--- src/rtl/imem_loader.sv ---
// Boot loader: streams a 4-byte big-endian length header plus payload into instruction memory.
// Define LOADER_CHECKSUM_EN to require a trailing XOR checksum byte before releasing the CPU.
module imem_loader #(
  parameter int ADDRESS_WIDTH = 20,
  parameter int DATA_WIDTH    = 8
) (
  input  logic                     clk,
  input  logic                     rst_n,
  input  logic                     rx_valid,
  input  logic [7:0]               rx_data,
  output logic                     rx_ready,
  output logic                     we,
  output logic [ADDRESS_WIDTH-1:0] WA,
  output logic [DATA_WIDTH-1:0]    WD,
  output logic                     done,
  output logic                     err,
  output logic                     cpu_rst_n
);

`ifdef LOADER_CHECKSUM_EN
  typedef enum logic [2:0] {S_HDR, S_DATA, S_CHK, S_DONE, S_ERR} state_t;
  localparam state_t S_END = S_CHK;
`else
  typedef enum logic [2:0] {S_HDR, S_DATA, S_DONE, S_ERR} state_t;
  localparam state_t S_END = S_DONE;
`endif

  // Largest image that still fits the address space; LEN may equal it exactly.
  localparam logic [32:0] LEN_MAX = 33'd1 << ADDRESS_WIDTH;

  state_t                   state_q, state_d;
  logic [31:0]              len_q, len_d;
  logic [1:0]               hcnt_q, hcnt_d;
  logic [31:0]              cnt_q, cnt_d;
  logic                     rx_ready_q, rx_ready_d;
  logic                     we_q, we_d;
  logic [ADDRESS_WIDTH-1:0] wa_q, wa_d;
  logic [DATA_WIDTH-1:0]    wd_q, wd_d;
  logic                     cpu_rst_n_q, cpu_rst_n_d;
  logic                     accept;
`ifdef LOADER_CHECKSUM_EN
  logic [7:0]               csum_q, csum_d;
`endif

  assign accept = rx_valid & rx_ready_q;

  always_comb begin
    state_d     = state_q;
    len_d       = len_q;
    hcnt_d      = hcnt_q;
    cnt_d       = cnt_q;
    we_d        = 1'b0;
    wa_d        = wa_q;
    wd_d        = wd_q;
`ifdef LOADER_CHECKSUM_EN
    csum_d      = csum_q;
`endif
    case (state_q)
      S_HDR: begin
        if (accept) begin
          len_d  = {len_q[23:0], rx_data};
          hcnt_d = hcnt_q + 2'd1;
          if (hcnt_q == 2'd3) begin
            if ({1'b0, len_d} > LEN_MAX) state_d = S_ERR;
            else if (len_d == 32'd0)     state_d = S_END;
            else                         state_d = S_DATA;
          end
        end
      end
      S_DATA: begin
        if (accept) begin
          we_d  = 1'b1;
          wa_d  = cnt_q[ADDRESS_WIDTH-1:0];
          wd_d  = rx_data;
          cnt_d = cnt_q + 32'd1;
`ifdef LOADER_CHECKSUM_EN
          csum_d = csum_q ^ rx_data;
`endif
          if (cnt_q + 32'd1 == len_q) state_d = S_END;
        end
      end
`ifdef LOADER_CHECKSUM_EN
      S_CHK: begin
        // csum_q already holds the XOR of every payload byte.
        if (accept) state_d = (rx_data == csum_q) ? S_DONE : S_ERR;
      end
`endif
      default: ;
    endcase
    // Ready follows the next state so the source is refused as soon as loading ends.
    rx_ready_d  = (state_d != S_DONE) && (state_d != S_ERR);
    cpu_rst_n_d = (state_q == S_DONE);
  end

  always_ff @(posedge clk or negedge rst_n) begin
    if (!rst_n) begin
      state_q     <= S_HDR;
      len_q       <= '0;
      hcnt_q      <= '0;
      cnt_q       <= '0;
      rx_ready_q  <= 1'b0;
      we_q        <= 1'b0;
      wa_q        <= '0;
      wd_q        <= '0;
      cpu_rst_n_q <= 1'b0;
`ifdef LOADER_CHECKSUM_EN
      csum_q      <= '0;
`endif
    end else begin
      state_q     <= state_d;
      len_q       <= len_d;
      hcnt_q      <= hcnt_d;
      cnt_q       <= cnt_d;
      rx_ready_q  <= rx_ready_d;
      we_q        <= we_d;
      wa_q        <= wa_d;
      wd_q        <= wd_d;
      cpu_rst_n_q <= cpu_rst_n_d;
`ifdef LOADER_CHECKSUM_EN
      csum_q      <= csum_d;
`endif
    end
  end

  assign rx_ready  = rx_ready_q;
  assign we        = we_q;
  assign WA        = wa_q;
  assign WD        = wd_q;
  assign done      = (state_q == S_DONE);
  assign err       = (state_q == S_ERR);
  assign cpu_rst_n = cpu_rst_n_q;

endmodule

--- config.mk ---
export PLATFORM = sky130hd
export DESIGN_NAME = imem_loader
export DESIGN_NICKNAME = d
export VERILOG_FILES = /design/src/rtl/imem_loader.sv
export SDC_FILE = /design/constraint.sdc
export NUM_CORES = 1
export LEC_CHECK = 0
export CORE_MARGIN = 3
export CORE_UTILIZATION = 40
export DETAILED_ROUTE_END_ITERATION = 8
export PLACE_DENSITY = 0.57
export SKIP_LAST_GASP = 1
export SLEW_MARGIN = 20
export SYNTH_ARGS = -nofsm -noshare
export SYNTH_HDL_FRONTEND = slang
export SYNTH_SLANG_ARGS = --single-unit
--- constraint.sdc ---
create_clock -name clk -period 3.03 [get_ports clk]
set_clock_uncertainty 0.15 [all_clocks]
set_input_delay 0.606 -clock clk [delete_from_list [all_inputs] [get_ports clk]]
set_output_delay 0.606 -clock clk [all_outputs]
set_load 0.05 [all_outputs]
After elaboration in Yosys (flattened, before gate mapping)
Cells that the tools add are included.
Word-level totals
  latch bits: 0
  ROM bits: 0
  memory bits (writable): 0
  bits of input ports: 11
  output and inout bits: 33
  memories kept: 0
  register bits after elaboration: 100
Cells by class
  multiply operators: 0
  order comparisons: 1
  shift operators: 0
  muxes and demuxes: 9
  $add $sub $neg: 2
  div/mod/pow operators: 0
  eq/ne operators: 7
  bitwise operators: 1
  reductions and logical operators: 5
Operators with widths (count)
  adder 32 x 1 -> 32 bit (second input constant): 1
  == test 32 bit: 1
  > comparator 32 x 21 -> 1 bit (second input constant): 1
  logical NOT 32 bit: 1
  2-to-1 mux 3 bit: 4
  == test 3 x 2 -> 1 bit (second input constant): 2
  inequality test 3 x 2 -> 1 bit (second input constant): 2
  case mux 3 bit (2 select lines): 1
  2-to-1 mux 2 bit: 2
  AND reduction 2 bit: 2
  == test 3 x 1 -> 1 bit (second input constant): 1
  logical NOT 3 bit: 1
  adder 2 x 1 -> 2 bit (second input constant): 1
  == test 2 bit (second input constant): 1
  2-to-1 mux 1 bit: 2
  AND 1 bit: 1
  logical AND 1 bit: 1

Longest topological paths before layout
  depth after elaboration: 8
  mapped depth: 9
  depth with buffers taken out: 8

Worst setup path before layout
No wires, ideal clock.
  path kind: register to register
  start point: register rx_ready_q, in the netlist rx_ready
  end point: register len_q[3]
  stages on the path, launching flop included: 6
  path slack: 0.536 ns
  arrival time: 2.219 ns
  path through: dfrtp_1 nor4bb_1 and2_1 clkbuf_1 clkbuf_1 mux2_2
Between the ends
  word-level cells in the longest chain between the ends: 2
Ends and longest elaborated chain
  start, declared: RTL line 35  | logic rx_ready_q, rx_ready_d;
  start signal, assigned: RTL line 114  | rx_ready_q <= rx_ready_d;
  AND 1 bit: RTL line 45  | assign accept = rx_valid & rx_ready_q;
  AND reduction 2 bit (no line)
  end signal, assigned: RTL line 111  | len_q <= len_d;
  end, declared: RTL line 32  | logic [31:0] len_q, len_d;
Every way passes these cells.
A chain may end at the register's enable or synchronous reset.

Worst setup path after layout
  start point: register cnt_q[11]
  end point: register rx_ready_q, in the netlist rx_ready
Between the ends
  word-level cells in the longest chain between the ends: 7
  elaborated cells on any way between the ends: 8
  classes of those cells: add/sub (1); eq/ne (3); mux (3); reduce/logical (1)
Ends and longest elaborated chain
  start, declared: RTL line 34  | logic [31:0] cnt_q, cnt_d;
  start signal, assigned: RTL line 113  | cnt_q <= cnt_d;
  adder 32 x 1 -> 32 bit *: RTL line 79  | if (cnt_q + 32'd1 == len_q) state_d = S_END;
  == test 32 bit *: RTL line 79
  2-to-1 mux 3 bit *: RTL line 79
  2-to-1 mux 3 bit *: RTL line 71  | if (accept) begin
  case mux 3 bit (2 select lines) *: RTL line 58  | case (state_q)
  inequality test 3 x 2 -> 1 bit: RTL line 91  | rx_ready_d = (state_d != S_DONE) && (state_d != S_ERR);
  logical AND 1 bit *: RTL line 91
  net rx_ready_d: RTL line 35
Mark *: on every way through the listed nets, which the timed path passes. The rest lies on a longest branch.

==> results_dict.tcl <==
set metrics [dict create \
    run_status "complete, no violations" \
    worstPathArrival_ns 2.82 \
    cts_max_level 3 \
    syn-cell-area_um2 5010 \
    post_synth_edffs 0 \
    worst_setup_path_end_kind "register" \
    yosys.cell_types.count 48 \
    timing_max_transition_violations_final 0 \
    max-slew-margin-rel 0.639 \
    synth_top_area_share 0.500 \
    hpwlAfterDp_mm 8.15 \
    timing.critical_path.cells "nand4_1, or2_2, or3_1, o31ai_1, nand4_1, nor4_4, a221oi_1" \
    worstSkewPairLatency_ns 0.35 \
    finalPower_uw 3340 \
    timing.final.setup_violations 0 \
    grt_first_pass_wirelength_mm 18.9 \
    tritoncts.num_buffers 9 \
    cts_num_sinks 100 \
    final_util 0.494 \
    cells_after_dpl 691 \
    overflow 0 \
    final_cell_count_no_fill 707 \
    core_area_um2 12100 \
    swShare 0.295 \
    netlist_instances 495 \
    drv.max_cap_violation_count 0 \
    clk_transition_reported_paths_ns 0.06 \
    worst_ir_drop_vdd_mv 0.428 \
    switching_power_uw 986 \
    syn_to_final_growth_pct 19.4 \
    report.final.hold_viol_count 0 \
    track_usage 0.170 \
    critical_path.slowest_cell "sky130_fd_sc_hd__dfrtp_1" \
    worst_setup_path_start_kind "register" \
    rsz_0062_raised_after_global_routing "no" \
    gpl.final_weighted_congestion 0.976 \
    cellLeakagePower_uw 0.00272 \
    delay_of_the_slowest_cell_on_the_worst_path_ns 0.51 \
    pwr-share-comb 0.187 \
    grt_pass1_vias 3632 \
    cpMostUsedCell "sky130_fd_sc_hd__nand4_1" \
    tightest_slew_ns 0.541 \
    floorplan.die_area_um2 13900 \
    clock_power_share 0.351 \
    cts-root-to-sink-buffers 2 \
    placement_rows 40 \
    mostFrequentLayoutCell "sky130_fd_sc_hd__nand2_1" \
    diodes 0 \
    chipHeight_um 118 \
    period_share 0.907 \
    vias 3577 \
    cts_root_buf "sky130_fd_sc_hd__clkbuf_16" \
    powerDensity_nw_per_um2 559 \
    crit_type "reg2reg" \
    detail_route.wl_per_cell_um 15.8 \
    synth_seq_cells 100 \
    synth_largest_area_cell "sky130_fd_sc_hd__dfrtp_1" \
    net_total_in_the_final_layout 547 \
    aggregate_negative_setup_slack_ns 0 \
    largest_net_degree_at_the_start_of_global_routing 60 \
    post-route-cell-area_um2 5980 \
    power.sequential.fraction 0.462 \
    drt_drc_violations_left 0 \
    data_required_critical_path_ns 3.10 \
    final_layout_size_suffix_gt1_frac 0.139 \
    synthFlopType "sky130_fd_sc_hd__dfrtp_1" \
    num_io_pins 44 \
    syn_area_per_cell_um2 10.1 \
    drt.antenna.violating_nets 0 \
    cts_tree "built" \
    standard_cell_area_after_detailed_placement_um2 5660 \
    initial_utilization 0.413 \
    cts_hold_repair.buffers 0 \
    finalWorstPathRequiredPeriod_ns 2.75 \
    per_cell_via_count_in_the_routed_design 5.06 \
    yosys_warning_count 0 \
    max_freq_mhz 364 \
    most-common-layout-cells "111 x sky130_fd_sc_hd__nand2_1, 100 x sky130_fd_sc_hd__dfrtp_1, 59 x sky130_fd_sc_hd__xnor2_1" \
    antenna_found_initial 0 \
    async_flop_share 1.00 \
    worst_hold_path_type "in2async" \
    die-width_um 118 \
    drt_pre_antenna_iters 4 \
    totalWireLength_mm 11.2 \
    mappedNetlistNets 508 \
    netlist_top_cells_area "sky130_fd_sc_hd__dfrtp_1 50%, sky130_fd_sc_hd__xnor2_1 10%, sky130_fd_sc_hd__nand2_1 8.3%" \
    ff2ff_path_depth 7 \
    internal_power_uw 2350 \
    placement.io_buffers 43 \
    first_iter_violations 145 \
    timing.critical_path.fanout_max 7 \
    synth-seq-area-share 0.500 \
]
[cells in the mapped netlist, types with 2 or more instances]
master and count:
sky130_fd_sc_hd__ha_1 2, sky130_fd_sc_hd__o31ai_1 2, sky130_fd_sc_hd__nor4_1 14, sky130_fd_sc_hd__xor2_1 23, sky130_fd_sc_hd__or3_1 3, sky130_fd_sc_hd__o311ai_0 2
sky130_fd_sc_hd__and2_1 2, sky130_fd_sc_hd__nor4_2 2, sky130_fd_sc_hd__o21ai_0 6, sky130_fd_sc_hd__mux2_2 33, sky130_fd_sc_hd__dfrtp_1 100, sky130_fd_sc_hd__buf_2 10
sky130_fd_sc_hd__clkbuf_1 18, sky130_fd_sc_hd__inv_1 6, sky130_fd_sc_hd__nand3_1 17, sky130_fd_sc_hd__nor2_1 19, sky130_fd_sc_hd__nand2_1 111, sky130_fd_sc_hd__nor3_1 15
sky130_fd_sc_hd__or2_2 3, sky130_fd_sc_hd__xnor2_1 59, sky130_fd_sc_hd__o211ai_1 3, sky130_fd_sc_hd__clkbuf_2 2, sky130_fd_sc_hd__nand4_1 15, sky130_fd_sc_hd__and3_1 4
[per-stage QoR]
step                      setup slack (ns)  hold WS (ns)
after detailed placement             0.150         0.245
after global routing                0.0286         0.125
after global placement               0.249         0.240
after CTS                            0.102        0.0941
final                                0.281        0.0873
after floorplan                      0.536         0.160
[worst paths after layout]
| path | startpoint | endpoint | slack, ns |
|---|---|---|---|
| worst max-delay path | cnt_q[11] | rx_ready | 0.28 |
| worst min-delay path | rst_n | WA[19] | 0.09 |
| worst max register to register | cnt_q[11] | rx_ready | 0.28 |
| worst min register to register | state_q[2] | state_q[2] | 0.26 |
| max in group asynchronous | rst_n | len_q[0] | 1.94 |
| min in group clk | state_q[2] | state_q[2] | 0.26 |
[sequential cells by signal, indices dropped and copies added, names as in the netlist]
signal     flops
len_q         32
cpu_rst_n      1
WA            20
hcnt_q         2
rx_ready       1
cnt_q         32
we             1
WD             8
state_q        3
[what timing repair did]
item,in CTS,in global routing
gates resized for setup,0,2
setup endpoints to repair,0,3
setup buffers,0,0
[critical path: cells and delay by family, from the launching register on]
family,cells,cell delay [ns]
AND/OR/NAND/NOR,5,1.58
AO/OA/AOI/OAI,2,0.37
flip-flops,1,0.51
[power groups by stage]
stage	sequential (uW)	combinational, uW	clock [uW]
6_report	1540	625	1170
3_5_place_dp	1570	630	0
4_1_cts	1540	632	1210
2_1_floorplan	1670	318	0
3_3_place_gp	1560	624	0
5_1_grt	1560	683	1260
[metal layers]
| layer | GRT usage | wire length (um) | vias to the layer above |
|---|---|---|---|
| li1 | - | - | 1754 |
| met1 | 0.235 | 5370 | 1732 |
| met2 | 0.257 | 5100 | 72 |
| met3 | 0.0365 | 420 | 19 |
| met4 | 0.0791 | 311 | 0 |
| met5 | 0 | 0 | - |
[cell families after synthesis]
logic type	share of synthesized area
AND/OR/NAND/NOR	0.209
flip-flops	0.500
XOR/XNOR	0.143
buffers and inverters	0.0307
multiplexers	0.0762
AO/OA/AOI/OAI	0.0360
adder cells (fa/ha/maj)	0.00500
[cell type report]
class                   instances  area [um2]
flip-flops and latches        100        2500
inverters                       6        22.5
well taps                     168         210
multi-input cells             358        2370
clock buffers                  13         260
clock inverters                 3        43.8
fillers                      1153        6130
repair buffers                 59         573
No activity file was read; power rests on OpenSTA's default activity.
